### config.mk
export PLATFORM = sky130hd
export DESIGN_NAME = tmr2_dec
export DESIGN_NICKNAME = d
export VERILOG_FILES = /design/src/rtl/tmr2_pkg.sv /design/src/rtl/tmr2_dec_fifo.sv /design/src/rtl/tmr2_dec.sv
export SDC_FILE = /design/constraint.sdc
export NUM_CORES = 1
export LEC_CHECK = 0
export ABC_AREA = 1
export BUFFER_PORTS_ARGS = -buffer_cell sky130_fd_sc_hd__buf_4
export CAP_MARGIN = 30
export CORE_ASPECT_RATIO = 1.25
export CORE_MARGIN = 8
export CORE_UTILIZATION = 50
export DETAILED_ROUTE_END_ITERATION = 12
export GPL_TIMING_DRIVEN = 0
export PLACE_DENSITY_LB_ADDON = 0.1
export SYNTH_ARGS = -nofsm -noshare
export SYNTH_HDL_FRONTEND = slang
export SYNTH_SLANG_ARGS = --single-unit
### constraint.sdc
create_clock -name clk -period 1.6 [get_ports clk]
set_input_delay 0.08 -clock clk [delete_from_list [all_inputs] [get_ports clk]]
set_output_delay 0.08 -clock clk [all_outputs]
set_load 0.01 [all_outputs]
### src/rtl/tmr2_pkg.sv
// tmr2_pkg: shared types and defaults for the tmr2 differential-code link.
package tmr2_pkg;

   localparam int TMR2_WIDTH = 8;

   typedef enum logic {
      UNLOCKED = 1'b0,
      LOCKED   = 1'b1
   } tmr2_dec_state_t;

endpackage

### src/rtl/tmr2_dec_fifo.sv
// tmr2_dec_fifo: 2-entry first-word-fall-through FIFO; slot s0 is always the head.
module tmr2_dec_fifo #(
   parameter int W = 9
) (
   input  logic         clk,
   input  logic         rst,
   input  logic         push,
   input  logic         pop,
   input  logic [W-1:0] din,
   output logic [W-1:0] dout,
   output logic [1:0]   cnt
);

   logic [W-1:0] s0, s1;
   logic         wr, rd;

   assign wr   = push && (cnt != 2'd2);
   assign rd   = pop && (cnt != 2'd0);
   assign dout = s0;

   always_ff @(posedge clk or negedge rst)
      if (!rst) begin
         s0  <= '0;
         s1  <= '0;
         cnt <= '0;
      end else begin
         if (rd) begin
            if (cnt == 2'd2) s0 <= s1;
            else if (wr) s0 <= din;
         end else if (wr) begin
            if (cnt == 2'd0) s0 <= din;
            else s1 <= din;
         end
         cnt <= cnt + 2'(wr) - 2'(rd);
      end

endmodule

### src/rtl/tmr2_dec.sv
// tmr2_dec: recovers data words from the tmr2 running-XOR code, tracks lock and counts dropped words.
module tmr2_dec
   import tmr2_pkg::*;
#(
   parameter int WIDTH         = TMR2_WIDTH,
   parameter int ERR_W         = 8,
   parameter bit LOCK_AT_RESET = 1'b1
) (
   input  logic             clk,
   input  logic             rst,
   input  logic             in_valid,
   output logic             in_ready,
   input  logic             in_sync,
   input  logic [WIDTH-1:0] in_data,
   input  logic             unlock,
   output logic             out_valid,
   input  logic             out_ready,
   output logic [WIDTH-1:0] out_data,
   output logic             out_sync,
   output logic             locked,
   output logic [ERR_W-1:0] err_cnt
);

   tmr2_dec_state_t  state;
   logic [WIDTH-1:0] prev, dec;
   logic [1:0]       cnt;
   logic             xfer, push, drop;

   assign in_ready  = ~cnt[1];
   assign out_valid = cnt != 2'd0;
   assign locked    = state == LOCKED;
   assign xfer      = in_valid && in_ready;
   // unlock wins over the word in flight: it is consumed but never decoded
   assign push      = xfer && !unlock && (in_sync || state == LOCKED);
   assign drop      = xfer && !in_sync && (unlock || state == UNLOCKED);
   assign dec       = (state == LOCKED && !in_sync) ? in_data ^ prev : in_data;

   always_ff @(posedge clk or negedge rst)
      if (!rst) begin
         state   <= LOCK_AT_RESET ? LOCKED : UNLOCKED;
         prev    <= '0;
         err_cnt <= '0;
      end else begin
         state <= unlock ? UNLOCKED : (xfer && in_sync) ? LOCKED : state;
         if (push) prev <= in_data;
         if (drop && err_cnt != '1) err_cnt <= err_cnt + ERR_W'(1);
      end

   tmr2_dec_fifo #(.W(WIDTH + 1)) u_fifo (
      .clk  (clk),
      .rst  (rst),
      .push (push),
      .pop  (out_ready),
      .din  ({in_sync, dec}),
      .dout ({out_sync, out_data}),
      .cnt  (cnt)
   );

endmodule

==> results of run 1 <==
per-layer routing:
layer / share of wire, % / routed length, um / up-vias / global-route usage, %
li1: - / - / 888 / -
met1: 41 / 1760 / 758 / 15.1
met2: 53 / 2250 / 31 / 27.6
met3: 4.5 / 190 / 4 / 4.49
met4: 1.0 / 43 / 0 / 4.56
met5: 0 / 0 / - / 0
cell families after synthesis:
| logic type | synth area share, % |
|---|---|
| AO/OA/AOI/OAI | 8.63 |
| XOR/XNOR | 3.04 |
| adder cells (fa/ha/maj) | 1.86 |
| buffers and inverters | 9.43 |
| flip-flops | 46.0 |
| AND/OR/NAND/NOR | 31.0 |
cell type report:
type	count	area (um2)
Buffer	8	72.6
Fill cell	382	1400
Clock inverter	1	30.0
Tap cell	56	70.1
Multi-Input combinational cell	173	940
Inverter	34	128
Timing Repair Buffer	40	318
Clock buffer	7	86.3
Sequential cell	37	927
cell usage after synthesis, drive strengths merged:
master / number
nand3: 22
a21oi: 2
clkbuf: 1
buf: 7
nor2: 5
o21ai: 29
inv: 34
o31ai: 1
dfstp: 1
xnor2: 4
dfrtp: 36
nand4: 9
ha: 3
xor2: 3
nand2: 95
worst register-to-register path, stage by stage, from the launching register on:
cell and delay (ps):
dfrtp_1 450, inv_2 130, a21oi_1 80, ha_1 270, inv_1 60, ha_4 160, xnor2_2 130, xor2_1 160
cells in the final DEF (no fill, tap or decap):
cell,netlist,layout
clkbuf_8,0,6
a21oi_1,1,1
buf_8,0,1
ha_1,3,2
nand4_1,9,9
nand3_4,1,1
buf_4,2,39
buf_2,2,1
nand2_4,5,4
dfrtp_1,36,36
o21ai_2,2,2
xnor2_2,0,1
clkbuf_1,1,2
inv_1,31,30
o21ai_1,9,9
o31ai_1,1,1
nor2_8,1,1
nand3_1,20,20
nand2_1,89,89
buf_12,0,1
bufinv_16,0,1
nand3_2,1,1
xor2_1,3,3
buf_6,3,3
nor2_4,1,2
nand2_8,0,1
dlygate4sd3_1,0,2
o21ai_0,18,18
dfstp_2,1,1
nand2_2,1,1
xnor2_1,4,3
inv_2,3,4
nor2_1,2,2
a21oi_4,0,1
ha_4,0,1
sequential cells by signal, summed over array words and instances (netlist names):
name,flops
err_cnt,8
locked,1
prev,8
u_fifo.cnt,2
u_fifo.dout,9
u_fifo.s1,9
what timing repair did:
| action | in CTS | in global routing |
|---|---|---|
| setup buffers | 3 | 2 |
| hold endpoints to repair | 37 | 0 |
| pin swaps | 0 | 0 |
| hold buffers | 2 | 0 |
| endpoints found under the setup margin | 1 | 18 |
| gates resized for setup | 0 | 4 |
power by group through the flow:
| stage | Clock, mW | Combinational, mW | Sequential (mW) |
|---|---|---|---|
| 6_report | 0.827 | 1.59 | 1.60 |
| 5_1_grt | 0.883 | 1.83 | 1.67 |
| 4_1_cts | 0.843 | 1.58 | 1.61 |
| 3_5_place_dp | 0 | 1.55 | 1.62 |
| 3_3_place_gp | 0 | 1.52 | 1.61 |
| 2_1_floorplan | 0 | 0.948 | 1.66 |
worst paths after layout:
| check | startpoint | to | slack, ps | cells after the start |
|---|---|---|---|---|
| max | u_fifo.cnt[1] | u_fifo.cnt[1] | 60 | 7 |
| min | in_sync | u_fifo.s1[8] | 30 | 3 |
| max reg2reg | u_fifo.cnt[1] | u_fifo.cnt[1] | 60 | 7 |
| min reg2reg | u_fifo.dout[6] | u_fifo.dout[6] | 490 | 2 |
| max in group asynchronous | rst | locked | 960 | 2 |
| min in group asynchronous | rst | u_fifo.s1[8] | 300 | 2 |
stage by stage:
stage,utilization (%),instance area [um2],hold slack [ps],instances
6_report,64.8,2570,30.3,356
5_1_grt,64.8,2570,51.1,356
4_1_cts,63.8,2530,28.6,354
3_5_place_dp,59.5,2360,69.8,341
3_3_place_gp,59.5,2360,74.8,341
2_1_floorplan,-,2040,-216,252
==> flow_summary.ini, run 1 <==
[cts]
root_buffer = clkbuf_8
htree_levels = 2
clk_latency_ps = 280
clock-sinks = 37
clk_pin_slew_ps = 70
ctsLongestPathBuffers = 2
cts_tree = built
cts_made_buffers = 5

[drt]
vias = 1681
ant_nets = 0
firstDrtPassIters = 4
route.detailed.drc = 0
routed_wl_um = 4240
wl_per_cell_um = 11.9
via_per_inst = 4.72
first_iter_violations = 48

[synth]
syn_area_per_cell_um2 = 8.00
yosysSeqAreaShare_pct = 46.0
syn_inst = 252
yosys_register_bits = 37
ys_top_cells_by_area = dfrtp_1, nand2_1, inv_1
synth_top_area_cell = dfrtp_1
synth_area_um2 = 2020
synth_cell_types = 28
syn_nets = 269
netlist.area_leader.share_pct = 44.7
yosys_warnings = 0

[setup_path]
path_class = flop to flop
cp_top_family = flip-flops
cp_num_buf_inv = 2
start_kind = flop
critPathSlowestCell = dfrtp_1
crit_chain = inv_2, a21oi_1, ha_1, inv_1, ha_4, xnor2_2, xor2_1
worstSetupEndpointType = flop
max_stage_delay_ps = 450
cp.arrival_ps = 1710
required_ps = 1770
crit_fanout = 4

[die]
die_height_um = 87.0
die_area_um2 = 6330
io_pins = 34
initial_utilization_pct = 50.8
die_w_um = 72.8
coreArea_um2 = 3970
rows = 26

[power]
power_mw = 4.02
power.internal_mw = 2.58
p_switching_mw = 1.43
switching_share_pct = 35.7
power.density_nw_per_um2 = 1560
ir_drop_v = 0.000756
power.share.combinational_pct = 39.5
pwr-share-clk_pct = 20.6
pwr-share-seq_pct = 39.9
p_leak_nw = 1.37

[sta]
fin_skew_ps = 3.73
fmax_ghz = 0.649
setup_ws_ps = 59.4
worst_pin_slew_ps = 465
fin_crit_sh_pct = 96.3
tns_ps = 0
slew_headroom_pct = 69.0
drv_slew = 0
hold_violations = 0
finalSetupViolations = 0
period_needed_ps = 1540

[min_path]
hold_class = input pin to flop

[cells_and_area]
drive_gt1_share_pct = 24.3
diodes = 0
fin_nets = 316
area_growth_syn_to_layout_pct = 27.6

[placement]
portBuffers = 33
dp_hpwl_um = 3150
place_ws_ps = -68.1
gp_congestion = 0.834

[global_routing]
antenna_found_initial = 0
grt.total_usage_pct = 14.8
grt_pass1_wl_um = 7530
grt_max_degree = 38
grt-ovfl-total = 0
grt_pass1_vias = 1775

[job]
cap_violations = 0

[status]
status = completed
Note: power is estimated with default switching activity, not from simulation.
==> inputs of run 2 (changes only) <==
Settings changed: CELL_PAD_IN_SITES_DETAIL_PLACEMENT set to 0, CELL_PAD_IN_SITES_GLOBAL_PLACEMENT set to 2, CORE_UTILIZATION 50 to 29, CTS_BUF_LIST set to sky130_fd_sc_hd__clkbuf_16.
==> run 2 against run 1 <==
Compared with the run above: utilization is 26 points lower; clock skew grew 1.9 ps; global-route usage down 4.1 points; highest routed layer unchanged.
==> flow_summary.ini, run 2 (synthesis results as in run 1) <==
[sta]
fmax_ghz = 0.652
fin_crit_sh_pct = 95.8
fin_skew_ps = 5.60
setup_ws_ps = 67.1
slew_headroom_pct = 67.1
drv_slew = 0
hold_violations = 0
rsz0062_at_grt = false
worst_pin_slew_ps = 494
finalSetupViolations = 0
period_needed_ps = 1530

[power]
ir_drop_v = 0.000701
power.density_nw_per_um2 = 1560
p_leak_nw = 1.41

[global_routing]
grt_max_degree = 38
grt-ovfl-total = 0
grt_pass1_wl_um = 8470
grt_pass1_vias = 1712
antenna_found_initial = 0
grt.total_usage_pct = 10.7

[job]
cap_violations = 0

[placement]
gp_congestion = 0.742
place_ws_ps = -105
place_area_um2 = 2400
portBuffers = 33
dp_hpwl_um = 3660

[die]
coreArea_um2 = 6850
die_w_um = 90.6
die_area_um2 = 9890
initial_utilization_pct = 29.4
io_pins = 34
die_height_um = 109
rows = 34

[cells_and_area]
final_cell_mix = nand2_1, buf_4, dfrtp_1, inv_1, nand3_1
layout_commonest_cell = nand2_1
final_area_um2 = 2680
area_growth_syn_to_layout_pct = 33.1
fill_cells = 740
drive_gt1_share_pct = 25.2
diodes = 0
fin_util_pct = 39.2
fin_nets = 321

[setup_path]
critPathSlowestCell = dfstp_2
required_ps = 1760
reg2reg_depth = 9
max_stage_delay_ps = 540
r2r_start = locked
cp.arrival_ps = 1690
worstSetupEndpointType = flop
r2r-end = u_fifo.cnt[1]
start_kind = flop
cp_num_buf_inv = 4
path_class = flop to flop
cp_top_family = flip-flops
crit_chain = buf_6, inv_2, nand2_4, nand3_4, buf_6, inv_2, ha_4, xnor2_2, xor2_1
rrSetupSlack_ps = 70
crit_fanout = 10

[cts]
clk_pin_slew_ps = 60
clk_latency_ps = 280
clock-sinks = 37
root_buffer = clkbuf_16
cts_tree = built
ctsLongestPathBuffers = 2
htree_levels = 2
cts_made_buffers = 5

[drt]
ant_nets = 0
via_per_inst = 4.35
firstDrtPassIters = 4
vias = 1719
first_iter_violations = 135
route.detailed.drc = 0
routed_wl_um = 4930
wl_per_cell_um = 12.5

[min_path]
holdCritStartpoint = in_sync
whs_endpoint = u_fifo.s1[8]
hold_path_depth = 3
hold_class = input pin to flop

[status]
status = completed
==> run 2: cell count changes in the layout (fill, tap and decap cells not counted), sizes merged <==
cell and delta:
clkinv +3, bufinv -1, clkbuf -2, buf +5
==> run 2: routing by layer <==
| metal | wire (um) | vias up | global-route usage [%] |
|---|---|---|---|
| met4 | 50 | 0 | 3.58 |
| met1 | 2220 | 776 | 12.5 |
| met2 | 2430 | 35 | 18.4 |
| li1 | - | 904 | - |
| met5 | 0 | - | 0 |
| met3 | 233 | 4 | 3.17 |
==> run 2: worst max path at each step <==
stage            from       endpoint  slack, ps  depth (start not counted)
5_1_grt        locked   u_fifo.s1[2]          8                          8
3_3_place_gp   locked  u_fifo.cnt[1]       -120                          9
3_5_place_dp   locked  u_fifo.cnt[1]       -100                          9
2_1_floorplan  locked  u_fifo.cnt[1]          4                          9
6_report       locked  u_fifo.cnt[1]         70                          9
4_1_cts        locked  u_fifo.cnt[1]         10                          9
==> run 2: area by class of cell <==
cell class                      count  area (um2)  share of cell area [%]
Timing Repair Buffer               45         355                    13.2
Sequential cell                    37         927                    34.5
Clock buffer                        5         125                    4.66
Buffer                              8        76.3                    2.84
Multi-Input combinational cell    173         947                    35.3
Tap cell                           90         113                    4.20
Inverter                           34         128                    4.76
Clock inverter                      3        12.5                   0.466
==> run 2: report_power, final <==
group | total, mW | internal [mW] | switching (mW)
sequential | 1.61 | 1.35 | 0.255
combinational | 1.67 | 0.783 | 0.887
clock | 0.920 | 0.563 | 0.358
==> run 2: through the flow <==
step / setup TNS, ps / power (mW) / hold WS, ps / cells
floorplan: 0 / 2.61 / -216 / 252
global placement: -123 / 3.17 / 96.3 / 375
global route: 0 / 4.58 / 47.1 / 395
detailed placement: -105 / 3.19 / 95.1 / 375
finish: 0 / 4.20 / 39.7 / 395
CTS: 0 / 4.18 / 33.4 / 389
==> run 2: timing repair <==
item,CTS,global route
endpoints found under the hold margin,37,0
gates resized for setup,0,6
setup buffers,4,6
hold buffers,2,0
setup endpoints to repair,1,22
==> run 2: tightest hold or removal path, stage by stage <==
cell and delay (ps):
buf_4 100, nand2_1 60, o21ai_2 50
